**src/rtl/dram_ctrl_if.sv**
```systemverilog
// Host request/response bus and DRAM strobe bus for dram_ctrl.
// slave = controller side, master = host plus DRAM side.
interface dram_ctrl_if #(
  parameter int WordSize  = 16,
  parameter int AddrWidth = 16
);
  logic                 req;
  logic                 we;
  logic [AddrWidth-1:0] addr;
  logic [WordSize-1:0]  wdata;
  logic                 ready;
  logic                 ack;
  logic [WordSize-1:0]  rdata;
  logic                 mem_clk1;
  logic                 mem_clk2;
  logic [AddrWidth-1:0] mem_addr;
  logic [WordSize-1:0]  mem_din;
  logic                 mem_rd;
  logic                 mem_wr;
  logic [WordSize-1:0]  mem_dout;

  modport slave (
    input  req, we, addr, wdata, mem_dout,
    output ready, ack, rdata, mem_clk1, mem_clk2, mem_addr, mem_din, mem_rd, mem_wr
  );

  modport master (
    output req, we, addr, wdata, mem_dout,
    input  ready, ack, rdata, mem_clk1, mem_clk2, mem_addr, mem_din, mem_rd, mem_wr
  );
endinterface

```
**src/rtl/dram_ctrl.sv**
```systemverilog
// Front-end for a two-phase DRAM: one host request at a time, address on clk2, data on clk1.
// Optional DRAM_CTRL_IDLE_X_EN drives mem_addr/mem_din to X outside their legal windows.
module dram_ctrl #(
  parameter int WordSize  = 16,
  parameter int AddrWidth = 16
) (
  input  logic         clk,
  input  logic         rst,
  dram_ctrl_if.slave   bus
);

  typedef enum logic [1:0] {IDLE, WAIT, ADDR, DATA} state_t;

  state_t               r_state, w_next;
  logic [1:0]           r_ph;
  logic                 r_clk1, r_clk2;
  logic                 r_we;
  logic [AddrWidth-1:0] r_addr;
  logic [WordSize-1:0]  r_wdata;
  logic [AddrWidth-1:0] r_mem_addr;
  logic [WordSize-1:0]  r_mem_din;
  logic                 r_rd, r_wr;
  logic                 r_ack;
  logic [WordSize-1:0]  r_rdata;

  logic                 w_ready;
  logic                 w_accept;
  logic                 w_load_addr;
  logic                 w_load_data;
  logic                 w_done;
  logic [AddrWidth-1:0] w_addr_src;

  assign w_ready  = (r_state == IDLE);
  assign w_accept = bus.req && w_ready;
  // On a ph==0 accept the captured address is not yet registered, so take it from the bus.
  assign w_addr_src = (r_state == IDLE) ? bus.addr : r_addr;

  always_comb begin
    w_next      = r_state;
    w_load_addr = 1'b0;
    w_load_data = 1'b0;
    w_done      = 1'b0;
    case (r_state)
      IDLE: if (w_accept) begin
        if (r_ph == 2'd0) begin
          w_next      = ADDR;
          w_load_addr = 1'b1;
        end else begin
          w_next = WAIT;
        end
      end
      WAIT: if (r_ph == 2'd0) begin
        w_next      = ADDR;
        w_load_addr = 1'b1;
      end
      ADDR: if (r_ph == 2'd2) begin
        w_next      = DATA;
        w_load_data = 1'b1;
      end
      DATA: if (r_ph == 2'd0) begin
        w_next = IDLE;
        w_done = 1'b1;
      end
      default: w_next = IDLE;
    endcase
  end

  always_ff @(posedge clk) begin
    if (rst) begin
      r_state    <= IDLE;
      r_ph       <= 2'd3;
      r_clk1     <= 1'b0;
      r_clk2     <= 1'b0;
      r_we       <= 1'b0;
      r_addr     <= '0;
      r_wdata    <= '0;
      r_mem_addr <= '0;
      r_mem_din  <= '0;
      r_rd       <= 1'b0;
      r_wr       <= 1'b0;
      r_ack      <= 1'b0;
      r_rdata    <= '0;
    end else begin
      r_state <= w_next;
      r_ph    <= r_ph + 2'd1;
      // Strobes are registered from the phase about to be entered, so they are clean flops.
      r_clk1  <= (r_ph == 2'd3);
      r_clk2  <= (r_ph == 2'd1);
      r_ack   <= w_done;
      if (w_accept) begin
        r_we    <= bus.we;
        r_addr  <= bus.addr;
        r_wdata <= bus.wdata;
      end
      if (w_load_addr) r_mem_addr <= w_addr_src;
      if (w_load_data) begin
        r_mem_din <= r_wdata;
        r_rd      <= !r_we;
        r_wr      <= r_we;
      end
      if (w_done) begin
        r_rd <= 1'b0;
        r_wr <= 1'b0;
        if (!r_we) r_rdata <= bus.mem_dout;
      end
    end
  end

  assign bus.ready    = w_ready;
  assign bus.ack      = r_ack;
  assign bus.rdata    = r_rdata;
  assign bus.mem_clk1 = r_clk1;
  assign bus.mem_clk2 = r_clk2;
  assign bus.mem_rd   = r_rd;
  assign bus.mem_wr   = r_wr;

`ifdef DRAM_CTRL_IDLE_X_EN
  assign bus.mem_addr = (r_state == ADDR) ? r_mem_addr : {AddrWidth{1'bx}};
  assign bus.mem_din  = (r_state == DATA && r_we) ? r_mem_din : {WordSize{1'bx}};
`else
  assign bus.mem_addr = r_mem_addr;
  assign bus.mem_din  = r_mem_din;
`endif

  a_rd_wr_excl: assert property (@(posedge clk) disable iff (rst) !(r_rd && r_wr));
  a_ack_ph1:    assert property (@(posedge clk) disable iff (rst) r_ack |-> (r_ph == 2'd1));
  a_strobe_dat: assert property (@(posedge clk) disable iff (rst) (r_rd || r_wr) |-> (r_state == DATA));

endmodule

```
**src/flat_wrapper.sv**
```systemverilog
// flat-port wrapper written by rule: the top's interface ports become plain ports
module dram_ctrl_flat 
#(
  parameter int WordSize  = 16,
  parameter int AddrWidth = 16
)
  (clk, rst, bus_req, bus_we, bus_addr, bus_wdata, bus_mem_dout, bus_ready, bus_ack, bus_rdata, bus_mem_clk1, bus_mem_clk2, bus_mem_addr, bus_mem_din, bus_mem_rd, bus_mem_wr);
  dram_ctrl_if #(.WordSize(WordSize), .AddrWidth(AddrWidth)) bus_i ();
  input  logic clk;
  input  logic rst;
  input wire logic [$bits(bus_i.req)-1:0] bus_req;
  input wire logic [$bits(bus_i.we)-1:0] bus_we;
  input wire logic [$bits(bus_i.addr)-1:0] bus_addr;
  input wire logic [$bits(bus_i.wdata)-1:0] bus_wdata;
  input wire logic [$bits(bus_i.mem_dout)-1:0] bus_mem_dout;
  output wire logic [$bits(bus_i.ready)-1:0] bus_ready;
  output wire logic [$bits(bus_i.ack)-1:0] bus_ack;
  output wire logic [$bits(bus_i.rdata)-1:0] bus_rdata;
  output wire logic [$bits(bus_i.mem_clk1)-1:0] bus_mem_clk1;
  output wire logic [$bits(bus_i.mem_clk2)-1:0] bus_mem_clk2;
  output wire logic [$bits(bus_i.mem_addr)-1:0] bus_mem_addr;
  output wire logic [$bits(bus_i.mem_din)-1:0] bus_mem_din;
  output wire logic [$bits(bus_i.mem_rd)-1:0] bus_mem_rd;
  output wire logic [$bits(bus_i.mem_wr)-1:0] bus_mem_wr;
  assign bus_i.req = bus_req;
  assign bus_i.we = bus_we;
  assign bus_i.addr = bus_addr;
  assign bus_i.wdata = bus_wdata;
  assign bus_i.mem_dout = bus_mem_dout;
  assign bus_ready = bus_i.ready;
  assign bus_ack = bus_i.ack;
  assign bus_rdata = bus_i.rdata;
  assign bus_mem_clk1 = bus_i.mem_clk1;
  assign bus_mem_clk2 = bus_i.mem_clk2;
  assign bus_mem_addr = bus_i.mem_addr;
  assign bus_mem_din = bus_i.mem_din;
  assign bus_mem_rd = bus_i.mem_rd;
  assign bus_mem_wr = bus_i.mem_wr;
  dram_ctrl #(.WordSize(WordSize), .AddrWidth(AddrWidth)) u_core (.clk(clk), .rst(rst), .bus(bus_i));
endmodule
```
**config.mk**
```make
export PLATFORM = sky130hd
export DESIGN_NAME = dram_ctrl_flat
export DESIGN_NICKNAME = d
export VERILOG_FILES = /design/src/rtl/dram_ctrl_if.sv /design/src/rtl/dram_ctrl.sv /design/src/flat_wrapper.sv
export SDC_FILE = /design/constraint.sdc
export NUM_CORES = 1
export LEC_CHECK = 0
export CELL_PAD_IN_SITES_DETAIL_PLACEMENT = 0
export CELL_PAD_IN_SITES_GLOBAL_PLACEMENT = 1
export CORE_ASPECT_RATIO = 1.5
export CORE_MARGIN = 2
export CORE_UTILIZATION = 31
export DETAILED_ROUTE_END_ITERATION = 10
export GPL_TIMING_DRIVEN = 0
export HOLD_SLACK_MARGIN = 0.08
export PLACE_DENSITY_LB_ADDON = 0.08
export SLEW_MARGIN = 20
export SYNTH_ARGS = -nofsm -noshare
export SYNTH_HDL_FRONTEND = slang
export SYNTH_SLANG_ARGS = --single-unit
export TNS_END_PERCENT = 20
```
**constraint.sdc**
```tcl
create_clock -name clk -period 1.5 [get_ports clk]
set_input_delay 0.225 -clock clk [delete_from_list [all_inputs] [get_ports clk]]
set_output_delay 0.225 -clock clk [all_outputs]
set_load 0.005 [all_outputs]
```
### Word level (Yosys, flattened, before mapping)

Cells that the tools add are included.

* flip-flop bits (word level): 90
* input port bits: 52
* output and inout bits: 54
* logic and storage cells: 45

* add/subtract/negate cells: 1
* equality and inequality tests: 10
* muxes and demuxes: 13
* bitwise gates (word level): 1
* reductions and logical operators: 7

Operator list (number)
* $mux W16: 1
* $mux W2: 5
* $eq A2 B2 Y1 const B: 4
* $pmux W2 S4: 1
* $ne A2 B1 Y1 const B: 3
* $mux W1: 5
* $eq A2 B1 Y1 const B: 2
* $logic_not A2 Y1: 2
* $reduce_and A4 Y1: 1
* $add A2 B1 Y2 const B: 1
* $ne A2 B2 Y1 const B: 1
* $pmux W1 S2: 1
* $reduce_and A2 Y1: 1
* $reduce_or A2 Y1: 1
* $logic_and A1 B1 Y1: 1
* $logic_not A1 Y1: 1
* $not A1 Y1: 1

### Logic depth before layout (Yosys ltp)

* word-level depth: 4
* depth in mapped cells: 8
* depth with buffers taken out: 5

### Least setup slack after synthesis

Ideal clock, no wire load.

* kind: flip-flop to flip-flop
* start: reg u_core.r_state[0]
* end: reg u_core.r_mem_addr[10], in the netlist u_core.bus.mem_addr[10]
* library setup time: 0.080 ns
* data arrival time: 1.450 ns
* data required time: 1.420 ns
* setup slack: -0.031 ns
* stages on the path, launching flop included: 8
* buffers on the path: 2
* period minus slack after synthesis: 1.531 ns
* cell sequence: dfxtp_1 -> inv_1 -> ha_1 -> a21o_4 -> and2_4 -> buf_6 -> buf_12 -> a211oi_2

* cells in the longest elaborated chain, start to end: 4
* elaborated cells between the ends (all ways): 6
* classes of those cells: eq/ne (1); mux (3); reduce/logical (2)

Ends and longest elaborated chain
* start, declared: line dram_ctrl.sv:14 `state_t r_state, w_next;`
* start signal, assigned: line dram_ctrl.sv:84 `r_state <= w_next;`
* $logic_not A2 Y1 *: line dram_ctrl.sv:33 `assign w_ready = (r_state == IDLE);`
* net bus_ready: line flat_wrapper.sv:16 `output wire logic [$bits(bus_i.ready)-1:0] bus_ready;`
* $logic_and A1 B1 Y1: line dram_ctrl.sv:34 `assign w_accept = bus.req && w_ready;`
* $mux W1: line dram_ctrl.sv:44 `IDLE: if (w_accept) begin`
* $pmux W1 S2: line dram_ctrl.sv:43 `case (r_state)`
* end signal, assigned: line dram_ctrl.sv:95 `if (w_load_addr) r_mem_addr <= w_addr_src;`
* end, declared: line dram_ctrl.sv:20 `logic [AddrWidth-1:0] r_mem_addr;`

The timed path passes the listed nets; every way through them passes the cells marked *.
A chain may end at the register's enable or synchronous reset.

### Final worst setup path

* start: reg u_core.r_state[0]
* end: reg u_core.r_mem_addr[9], in the netlist u_core.bus.mem_addr[9]

* cells in the longest elaborated chain, start to end: 4
* elaborated cells between the ends (all ways): 6
* classes of those cells: eq/ne (1); mux (3); reduce/logical (2)

Ends and longest elaborated chain (line)
* $logic_not A2 Y1: dram_ctrl.sv:33, dram_ctrl.sv:36, dram_ctrl.sv:43
* $logic_and A1 B1 Y1: dram_ctrl.sv:34
* $mux W1: dram_ctrl.sv:44
* $pmux W1 S2: dram_ctrl.sv:43

Several ways; a longest one is shown, not always the timed one.

==> results.toml <==
[status]
outcome = "completed"

[placement]
place_ws_ns = -0.375
io_buffers = 104
gp_congestion = 0.765
dp_hpwl_um = 6540
place_inst = 661
placed_area_um2 = 4770

[clocking]
clockBufferDepth = 2
clock_latency_ns = 0.34
root_buffer = "clkbuf_16"
cts.reportedPaths.clkPinSlew_ns = 0.06
cts_made_buffers = 9
h-tree-depth = 3
cts_hold_buf = 0
cts_tree = "yes"
clock_sinks = 90

[sta]
rsz0062_at_grt = "true"
fmax_mhz = 688
period_share = 0.969
slew_headroom = 0.540
fin_crit_ns = 1.45
holdWs_ns = 0.293
hold_violations = 0
setup_viol = 0
tightest_slew_ns = 0.690
setup-tns-final_ns = 0
clock_skew_ns = 0.00587
fin_ws_ns = 0.0468
finalMaxSlewViolations = 0

[finish]
final_cells = 686
drive_above_1_share = 0.141
nets = 595
syn2layout_area_growth_pct = 48.8
finish.utilization = 0.474
n_fill_cell = 1103
antennaDiodeCount = 0
design_area_um2 = 5270

[drt]
wl_um = 9390
wire_per_inst_um = 13.7
top_layer = "met4"
drc = 0
met1_length_um = 4070
route.met3.wl_um = 416
antenna_left = 0
vias = 3072
dr_wl_met2_um = 4790
via_per_inst = 4.48
first_pass_iters = 4
drt_iter0_drc = 68

[setup_path]
endpoint_kind = "register"
r2r_setup_slack_ns = 0.05
slowest_stage = "dfxtp_4"
rr_endpoint = "u_core.bus.mem_addr[9]"
crit_type = "register to register"
worstPathRequired_ns = 1.76
cp-start-kind = "register"
max_stage_delay_ns = 0.37
r2r_cells = 6
critical_path.max_fanout = 8
cp_cell_sequence = "inv_4, ha_4, a21o_4, and2_4, buf_12, a211oi_2"
r2r-start = "u_core.r_state[0]"
critPathArrivalTime_ns = 1.71

[synthesis]
synth_area_um2 = 3540
ys.warnings.count = 0
avgSynthCellArea_um2 = 8.64
seq_area_frac_synth = 0.509
synth-seq-cells = 90
synth_fp_nets = 471
yosysUniqueCellTypes = 28
synthCells = 410

[power]
total_power_mw = 6.81
vdd_drop_max_uv = 710
pwr_density_cell_nw_per_um2 = 1290
p_leak_nw = 1.95

[hold_path]
hold_class = "primary input to register"
min_to = "u_core.bus.mem_clk2"
min_delay_path_depth = 2
hold_start = "rst"

[global_route]
grt_pass1_wl_um = 15100
grt_antenna_before_repair = 0
grt_use_total = 0.154
grt_start_max_net_pins = 16
overflow = 0
grt_pass1_vias = 3043

[floorplan]
core-area_um2 = 11100
initial_core_util = 0.319
io_pins = 106
die_w_um = 91.3
die_h_um = 135
dieArea_um2 = 12300
rows = 47

[run]
drv_cap = 0
cell type report:
cell class	count	area, um^2	share of cell area
clock inverter	5	37.5	0.00713
tap	147	184	0.0349
multi-input combinational	284	1570	0.298
inverter	5	21.3	0.00404
clock buffer	11	253	0.0480
timing repair buffer	115	1140	0.216
buffer	29	250	0.0475
sequential	90	1810	0.344
synthesized netlist by cell type:
master,n,area share
clkbuf_4,1,0.0021
a221oi_1,2,0.0049
buf_4,3,0.0064
mux2_2,2,0.0064
nand3b_1,1,0.0021
a211oi_2,10,0.035
nand2b_1,5,0.0088
and2_1,2,0.0035
a211oi_1,6,0.013
inv_1,5,0.0053
buf_12,1,0.0057
and2_4,1,0.0025
nor2b_1,2,0.0035
dfxtp_1,90,0.51
a21o_4,1,0.0042
clkbuf_1,9,0.0095
buf_1,6,0.0064
buf_2,8,0.011
buf_6,2,0.0064
or2_2,1,0.0018
nor2_1,5,0.0053
nand2_1,136,0.14
o221a_2,1,0.0032
a21oi_1,82,0.12
and3b_1,1,0.0025
clkbuf_2,1,0.0014
mux2i_1,17,0.048
ha_1,9,0.032
layout by cell type, fill, tap and decap left out, drive strengths merged:
master,Yosys,layout
a221oi,2,2
clkdlybuf4s50,0,103
and3b,1,1
buf,20,29
o221a,1,1
nand2b,5,5
nand3b,1,1
nand2,136,136
a21o,1,1
ha,9,9
mux2,2,2
dlygate4sd2,0,1
a21oi,82,82
mux2i,17,17
and2,3,3
a211oi,16,16
nor2b,2,2
clkbuf,11,22
clkinv,0,2
dfxtp,90,90
nor2,5,5
inv,5,6
or2,1,1
clkinvlp,0,2
logic make-up (layout without fill, tap and decap cells):
group / Yosys count / count (layout) / synth area share
simple gates: 154 / 154 / 0.174
compound gates: 102 / 102 / 0.176
flops: 90 / 90 / 0.509
buf+inv: 36 / 165 / 0.0544
mux: 19 / 19 / 0.0544
fa+ha+maj: 9 / 9 / 0.0318
report_power, final:
| part | total [mW] | internal, mW | switching (mW) |
|---|---|---|---|
| Clock | 2.17 | 1.22 | 0.953 |
| Combinational | 1.91 | 0.967 | 0.939 |
| Sequential | 2.73 | 2.61 | 0.120 |
timing repair:
item | CTS | global route
endpoints found under the setup margin | 71 | 64
pin swaps | 2 | 3
gates cloned | 0 | 2
gates resized for setup | 34 | 16
buffers inserted | 2 | 7
worst max path at each step:
stage,startpoint,end,slack (ns),cells past startpoint
2_1_floorplan,u_core.r_state[0],u_core.bus.mem_addr[10],0.02,7
3_3_place_gp,u_core.r_state[0],u_core.r_addr[3],-0.36,7
3_5_place_dp,u_core.r_state[0],u_core.r_addr[8],-0.37,7
4_1_cts,u_core.r_state[0],u_core.bus.mem_addr[6],-0.01,7
5_1_grt,u_core.r_state[1],u_core.r_wdata[8],-0.03,8
6_report,u_core.r_state[0],u_core.bus.mem_addr[9],0.05,6
flip-flops by register name (all words and copies together) (netlist names):
signal	cells
u_core.bus.mem_clk2	1
u_core.r_ph	2
u_core.bus.rdata	16
u_core.bus.mem_rd	1
u_core.r_state	2
u_core.bus.mem_clk1	1
u_core.bus.mem_din	16
u_core.r_we	1
u_core.bus.mem_addr	16
u_core.r_addr	16
u_core.bus.mem_wr	1
u_core.r_wdata	16
u_core.bus.ack	1
critical path: cells and delay by family, from the launching register on:
family	cells	cell delay, ns
compound gates	2	0.43
fa+ha+maj	1	0.17
buf+inv	2	0.20
flops	1	0.37
simple gates	1	0.19
metal layers:
layer / track usage / vias to the layer above
li1: - / 1607
met1: 0.182 / 1393
met2: 0.271 / 63
met3: 0.0363 / 9
met4: 0.0556 / 0
met5: 0 / -
Power figures use the tool's default switching activity.
